**config.mk**
```make
export PLATFORM = sky130hd
export DESIGN_NAME = fifo_drain
export DESIGN_NICKNAME = d
export VERILOG_FILES = /design/src/rtl/fifo_drain_pkg.sv /design/src/rtl/fifo_drain_skid.sv /design/src/rtl/fifo_drain.sv
export SDC_FILE = /design/constraint.sdc
export NUM_CORES = 1
export LEC_CHECK = 0
export BUFFER_PORTS_ARGS = -buffer_cell sky130_fd_sc_hd__buf_2
export CORE_MARGIN = 1.5
export CORE_UTILIZATION = 55
export DETAILED_ROUTE_END_ITERATION = 8
export PLACE_DENSITY = 0.8
export SYNTH_ARGS = -nofsm -noshare
export SYNTH_HDL_FRONTEND = slang
export SYNTH_HIERARCHICAL = 1
export SYNTH_SLANG_ARGS = --single-unit
```
**constraint.sdc**
```tcl
create_clock -name clk -period 4.4 [get_ports clk]
set_input_delay 1.1 -clock clk [delete_from_list [all_inputs] [get_ports clk]]
set_output_delay 1.1 -clock clk [all_outputs]
set_load 0.01 [all_outputs]
```
**src/rtl/fifo_drain_pkg.sv**
```systemverilog
// ============================================================================
// fifo_drain_pkg: shared types, constants and helpers for the fifo_drain block.
// Rev 1.0
// ============================================================================
`default_nettype none

package fifo_drain_pkg;

    typedef enum logic [1:0] {
        IDLE  = 2'd0,
        RUN   = 2'd1,
        DRAIN = 2'd2
    } drain_state_t;

    localparam int SKID_DEPTH = 2;
    localparam int STAT_WIDTH = 32;

    function automatic logic [STAT_WIDTH-1:0] sat_inc(input logic [STAT_WIDTH-1:0] value);
        return (&value) ? value : value + STAT_WIDTH'(1);
    endfunction

endpackage

`default_nettype wire

```
**src/rtl/fifo_drain_skid.sv**
```systemverilog
// ============================================================================
// fifo_drain_skid: two-entry in-order buffer; the head entry is always presented.
// Rev 1.0
// ============================================================================
`default_nettype none

module fifo_drain_skid
    import fifo_drain_pkg::*;
#(
    parameter int DW = 33
) (
    input  logic          clk,
    input  logic          reset_n,
    input  logic          push,
    input  logic [DW-1:0] push_data,
    input  logic          pop,
    output logic          valid,
    output logic [DW-1:0] head_data,
    output logic [1:0]    cnt
);

    logic [DW-1:0] mem [SKID_DEPTH];
    logic          head;
    logic          tail;

    // Storage is cleared on reset so the stream outputs read zero while idle.
    always_ff @(posedge clk or negedge reset_n) begin
        if (!reset_n) begin
            for (int i = 0; i < SKID_DEPTH; i++) begin
                mem[i] <= '0;
            end
            head <= 1'b0;
            tail <= 1'b0;
            cnt  <= 2'd0;
        end else begin
            if (push) begin
                mem[tail] <= push_data;
                tail      <= ~tail;
            end
            if (pop) begin
                head <= ~head;
            end
            case ({push, pop})
                2'b10:   cnt <= cnt + 2'd1;
                2'b01:   cnt <= cnt - 2'd1;
                default: cnt <= cnt;
            endcase
        end
    end

    assign valid     = (cnt != 2'd0);
    assign head_data = mem[head];

endmodule

`default_nettype wire

```
**src/rtl/fifo_drain.sv**
```systemverilog
// ============================================================================
// fifo_drain: absorbs FIFO read latency and re-presents words on a valid/ready
// stream with burst framing; FIFO_DRAIN_STATS_EN adds word/stall counters. Rev 1.0
// ============================================================================
`default_nettype none

module fifo_drain
    import fifo_drain_pkg::*;
#(
    parameter int WIDTH     = 32,
    parameter int BURST_LEN = 4
) (
    input  logic             clk,
    input  logic             reset_n,
    input  logic             en,
    input  logic             fifo_empty,
    input  logic             fifo_write,
    input  logic [WIDTH-1:0] fifo_data,
    output logic             fifo_read,
    output logic             m_valid,
    input  logic             m_ready,
    output logic [WIDTH-1:0] m_data,
    output logic             m_last,
    output logic             busy
`ifdef FIFO_DRAIN_STATS_EN
    ,
    output logic [STAT_WIDTH-1:0] word_count,
    output logic [STAT_WIDTH-1:0] stall_count
`endif
);

    localparam int                BEAT_W    = (BURST_LEN > 1) ? $clog2(BURST_LEN) : 1;
    localparam logic [BEAT_W-1:0] LAST_BEAT = BEAT_W'(BURST_LEN - 1);

    drain_state_t      state;
    drain_state_t      state_next;
    logic              inflight;
    logic [BEAT_W-1:0] beat;
    logic [BEAT_W-1:0] beat_next;
    logic [1:0]        cnt;
    logic [2:0]        credit;
    logic              read_ok;
    logic              pop;
    logic              cap_last;
    logic [WIDTH:0]    head_word;

    assign pop    = m_valid && m_ready;
    assign credit = {1'b0, cnt} + {2'b00, inflight};

    // Occupancy after this cycle's pop must stay below the buffer depth.
    assign read_ok   = (credit < 3'd2) || ((credit == 3'd2) && pop);
    assign fifo_read = (state == RUN) && !fifo_empty && !fifo_write && read_ok;

    always_ff @(posedge clk or negedge reset_n) begin
        if (!reset_n) begin
            inflight <= 1'b0;
        end else begin
            inflight <= fifo_read;
        end
    end

    assign beat_next = (beat == LAST_BEAT) ? '0 : beat + BEAT_W'(1);

    always_ff @(posedge clk or negedge reset_n) begin
        if (!reset_n) begin
            beat <= '0;
        end else if (pop) begin
            beat <= beat_next;
        end
    end

    // The captured word sits behind cnt buffered words, so its burst position is beat+cnt.
    assign cap_last = (cnt != 2'd0) ? (beat_next == LAST_BEAT) : (beat == LAST_BEAT);

    fifo_drain_skid #(
        .DW (WIDTH + 1)
    ) u_skid (
        .clk       (clk),
        .reset_n   (reset_n),
        .push      (inflight),
        .push_data ({cap_last, fifo_data}),
        .pop       (pop),
        .valid     (m_valid),
        .head_data (head_word),
        .cnt       (cnt)
    );

    assign m_data = head_word[WIDTH-1:0];
    assign m_last = head_word[WIDTH];

    always_ff @(posedge clk or negedge reset_n) begin
        if (!reset_n) begin
            state <= IDLE;
        end else begin
            state <= state_next;
        end
    end

    always_comb begin
        state_next = state;
        case (state)
            IDLE: begin
                if (en) state_next = RUN;
            end
            RUN: begin
                if (!en) state_next = DRAIN;
            end
            DRAIN: begin
                if (en) begin
                    state_next = RUN;
                end else if ((cnt == 2'd0) && !inflight) begin
                    state_next = IDLE;
                end
            end
            default: state_next = IDLE;
        endcase
    end

    assign busy = (state != IDLE);

`ifdef FIFO_DRAIN_STATS_EN
    always_ff @(posedge clk or negedge reset_n) begin
        if (!reset_n) begin
            word_count  <= '0;
            stall_count <= '0;
        end else begin
            if (pop) begin
                word_count <= sat_inc(word_count);
            end
            if (m_valid && !m_ready) begin
                stall_count <= sat_inc(stall_count);
            end
        end
    end
`else
    // Statistics counters are not built in this configuration.
`endif

endmodule

`default_nettype wire

```
Yosys cells after proc, flatten, opt, wreduce, memory -nomap -nowiden
Cells that the tools add are included.
{ "word_totals": {"regBits": 75, "in_bits": 38, "wordCells": 61} }
{ "op_classes": {"add_sub_neg": 4, "magnitude_cmp": 4, "n_eq_ne": 10, "mux": 14, "bitwise": 4, "n_reduce_logical": 17} }
{ "ops": {"columns": ["op", "n"], "rows": [
  ["$mux W33", 4],
  ["$bwmux W66", 1],
  ["$demux W33 S1", 1],
  ["$mux W2", 5],
  ["$eq A2 B2 Y1 const B", 4],
  ["$logic_and A1 B1 Y1", 7],
  ["$pmux W2 S3", 1],
  ["$reduce_bool A2 Y1", 3],
  ["$add A2 B1 Y2 const B", 2],
  ["$eq A2 B1 Y1 const B", 2],
  ["$ge A2 B2 Y1 const B", 2],
  ["$logic_not A2 Y1", 2],
  ["$ne A2 B2 Y1 const B", 2],
  ["$not A1 Y2", 2],
  ["$pmux W2 S2", 1],
  ["$add A2 B1 Y3", 1],
  ["$eq A3 B2 Y1 const B", 1],
  ["$logic_not A1 Y1", 3],
  ["$lt A3 B2 Y1 const B", 1],
  ["$ne A3 B3 Y1 const B", 1],
  ["$reduce_and A3 Y1", 1],
  ["$lt A2 B1 Y1 const B", 1],
  ["$not A1 Y1", 2],
  ["$sub A2 B1 Y2 const B", 1],
  ["2 further kinds", 2]
]} }

Longest topological paths before layout
{ "depth": {"depth_word": 6, "ltp_mapped": 7, "ltp_nobuf": 7} }

By module
The synthesis kept the hierarchy.
{ "modules_own_cells": {"columns": ["module", "instances", "cells_per_inst", "area_each_um2"], "rows": [
  ["fifo_drain_skid", 1, 190, 3165.5],
  ["fifo_drain", 1, 30, 310.3]
]} }

Worst setup path after synthesis
OpenSTA, ideal clock, no wires.
{ "synth_timing": {"kind": "in2out", "startpoint": "input m_ready", "endpoint": "output fifo_read", "arrival_ns": 1.545, "required_time_ns": 3.300, "path_slack_ns": 1.755, "cell_stages": 2, "n_path_buf": 0, "cell_sequence": "a41oi_1 > nor4_2"} }
{ "synth_between": {"elab_chain_len": 4} }
{ "synth_rtl": {"columns": ["item", "line", "source"], "rows": [
  ["start: declaration", "fifo_drain.sv:21", "input logic m_ready,"],
  ["$logic_and A1 B1 Y1", "fifo_drain.sv:47", "assign pop = m_valid && m_ready;"],
  ["$logic_and A1 B1 Y1", "fifo_drain.sv:51", "assign read_ok = (credit < 3'd2) || ((credit == 3'd2) && pop);"],
  ["$logic_or A1 B1 Y1", "fifo_drain.sv:51", null],
  ["$logic_and A1 B1 Y1", "fifo_drain.sv:52", "assign fifo_read = (state == RUN) && !fifo_empty && !fifo_write && read_ok;"],
  ["end: declaration", "fifo_drain.sv:19", "output logic fifo_read,"]
]} }
No other way between the ends.

Final worst setup path
{ "layout_timing": {"startpoint": "register u_skid.head", "endpoint": "output m_data[6]"} }
{ "layout_between": {"elab_chain_len": 4} }
{ "layout_rtl": {"columns": ["item", "line", "source"], "rows": [
  ["start: declaration", "fifo_drain_skid.sv:23", "logic head;"],
  ["start signal: assignment", "fifo_drain_skid.sv:41", "head <= ~head;"],
  ["$not A1 Y2 (implied by the code)", "fifo_drain_skid.sv:52", "assign head_data = mem[head];"],
  ["$mux W33 (implied by the code) (3 in a row)", "fifo_drain_skid.sv:52", null],
  ["end: declaration", "fifo_drain.sv:22", "output logic [WIDTH-1:0] m_data,"]
]} }
No other way between the ends. The select of a mux whose other input is x is not followed.

==> results.md <==
- Fraction of registers with async set/reset: 100%
- Total Wirelength: 6.19 mm
- P_leak: 1.95 nW
- R2r startpoint: inflight
- Worst setup endpoint: m_data[6]
- EDFF count, synth: 0
- Crit path cell chain: buf_4, mux2_2, buf_2
- Die span in y: 82.5 um
- Total die area: 6810 um2
- Fill count: 450
- Main synth FF type: dfrtp_1
- Hold Vio Cnt, Final: 0
- Final nets: 340
- Post-Syn Nets: 264
- Worst-Skew Late Latency: 0.34 ns
- Top cells by count, synth: 75 x dfrtp_1, 70 x mux2_2, 30 x mux2_4
- Leading post-synthesis cells by cell area: dfrtp_1 54%, mux2_2 23%, mux2_4 13%
- Post_cts resized: 0
- Avg Cell Area, Syn: 15.8 um2
- Initial antenna violation count: 0
- Setup bufs post-CTS: 0
- H-tree levels: 3
- F_max: 332 MHz
- WL/cell: 16.5 um
- Max VDD drop: 0.380 mV
- Vias in the first global route: 2091
- Worst Setup Path Type: reg -> out
- Pwr dens: 755 nW/um2
- Clock Sinks: 75
- CTS root buf: clkbuf_8
- Inserted Clock Buffers: 9
- Reg2reg setup slack: 2.36 ns
- Worst Skew: 0.00618 ns
- Number of diodes: 0
- Buffers & Inverters on Critical Path: 2
- Final worst-path cycle share: 68.6%
- Area growth syn-to-layout: 17.4%
- Routed vias: 2035
- Post-Synthesis Cells: 220
- Chip width: 82.5 um
- CP startpoint: u_skid/head
- # port buffers: 73
- Post-Syn Area: 3480 um2
- Critical Path Stages: 3
- R2R depth: 4
- Final-report setup violation count: 0
- Post-Place Cells: 360
- YS warnings: 6
- Row cnt: 28
- I/O Pins: 74
- Post-route ant nets: 0
- CP Data Required Time: 3.30 ns
- Max Cap Viol: 0
- Crit. End Element: output port
- Total global-route track usage: 19.7%
- Final min period: 3.02 ns
- DRT Pass-1 Iters: 4
- Pin count of the biggest net entering global routing: 76
- WP data arrival: 1.92 ns
- FF-to-FF End: u_skid/mem[51]
- Yosys cell types: 25
- Worst slew pin tran: 0.932 ns
- Layout Cells excl Fill: 376
- CTS tree: yes
- Yosys top cell by area: dfrtp_1
- CP max FO: 25
- Clock buffer depth: 2
- Crit start category: register
- Status: complete, no violations
- Most common cell in the synthesized netlist: dfrtp_1
- Seq cells post-synth: 75
- Post-CTS Hold Buffers: 0
- Detailed Place HPWL: 3.94 mm
- Floorplan Core Area: 6030 um2
- Gp weighted congestion: 0.678
- Sequential share of the synthesized area: 54.0%
- CP max stage cell: dfrtp_1
- Worst rel slew slack: 37.9%
- Clock slew at reported path FFs: 0.08 ns
- Iter 0 DRT Violations: 47
- Crit-path max cell delay: 0.60 ns
- Vias per Instance: 5.41
- Area share of the leading cell type in the synthesized netlist: 54.0%
- Slew Viols, Final: 0
- Delay-heaviest family, CP: flip-flops
- Share of layout cells above drive strength 1: 66.1%
- Post-route setup TNS: 0 ns
- RSZ-0062 raised after global routing: no
- Initial Util: 57.7%
- Global route total overflow: 0
- Residual DRC: 0
- First-pass GRT wire length: 9.80 mm
- Min-Delay Path Class: reg -> reg
-- state kept, by name, summed over array words and instances (netlist names) --
name,flops
u_skid/cnt,2
u_skid/head,1
beat,2
state,2
u_skid/mem,66
inflight,1
u_skid/tail,1
-- through the flow --
stage | utilization (%) | power (mW) | area, um2 | worst slack (ns) | hold slack [ns]
2_1_floorplan | - | 2.11 | 3480 | 1.75 | 0.452
3_3_place_gp | 64.0 | 2.45 | 3850 | 1.58 | 0.479
3_5_place_dp | 64.0 | 2.50 | 3850 | 1.56 | 0.490
4_1_cts | 67.7 | 3.11 | 4080 | 1.36 | 0.509
5_1_grt | 67.7 | 3.28 | 4080 | 1.24 | 0.516
6_report | 67.7 | 3.08 | 4080 | 1.38 | 0.506
-- worst reg2reg max path, stage by stage, from the launching register on --
cell and delay (ns):
dfrtp_1 0.45, inv_2 0.08, nor2_4 0.55, buf_4 0.47, mux2_2 0.39
-- layout by cell type (no fill, tap or decap), drive strengths merged --
cell	instances
or2	2
ha	6
inv	6
xnor2	2
or3	1
buf	75
nand2	3
nor2	4
nor4	1
bufinv	2
dfrtp	75
nand2b	1
xor2	3
mux2	100
o311ai	1
a41oi	1
a21oi	1
clkinv	3
o21ai	2
a21boi	1
clkbuf	11
-- kinds of logic after synthesis --
kind of cell    after synthesis  share of synthesized area (%)
compound gates                6                           1.26
simple gates                 12                           2.20
mux                         100                           35.6
buf+inv                      16                           3.49
flops                        75                           54.0
fa+ha+maj                     6                           2.16
xor+xnor                      5                           1.26
-- worst min-delay path by stage --
stage | startpoint | to | cells after the start
finish | u_skid/mem[22] | u_skid/mem[22] | 1
global route | u_skid/mem[28] | u_skid/mem[28] | 1
CTS | state[1] | state[0] | 1
detailed placement | u_skid/mem[28] | u_skid/mem[28] | 1
global placement | state[1] | state[0] | 1
floorplan | state[1] | state[0] | 1
-- power by group --
part,switching (mW),internal [mW],total (mW)
logic,0.490,0.757,1.25
registers,0.208,1.03,1.24
clock network,0.249,0.348,0.596
-- final cells by class --
class / instances / area, um2 / share of cell area (%)
Sequential cell: 75 / 1880 / 46.0
Multi-Input combinational cell: 129 / 1480 / 36.2
Timing Repair Buffer: 75 / 383 / 9.38
Clock buffer: 11 / 151 / 3.71
Tap cell: 75 / 93.8 / 2.30
Clock inverter: 5 / 75.1 / 1.84
Inverter: 6 / 22.5 / 0.552
-- metal layers --
metal  vias to the layer above  global-route usage (%)  wire [um]
met1                      1048                    26.5       2820
met2                        46                    30.7       3020
met4                         0                    9.50        112
li1                        930                       -          -
met3                        11                    3.85        240
met5                         -                       0          0
Power figures use the tool's default switching activity.
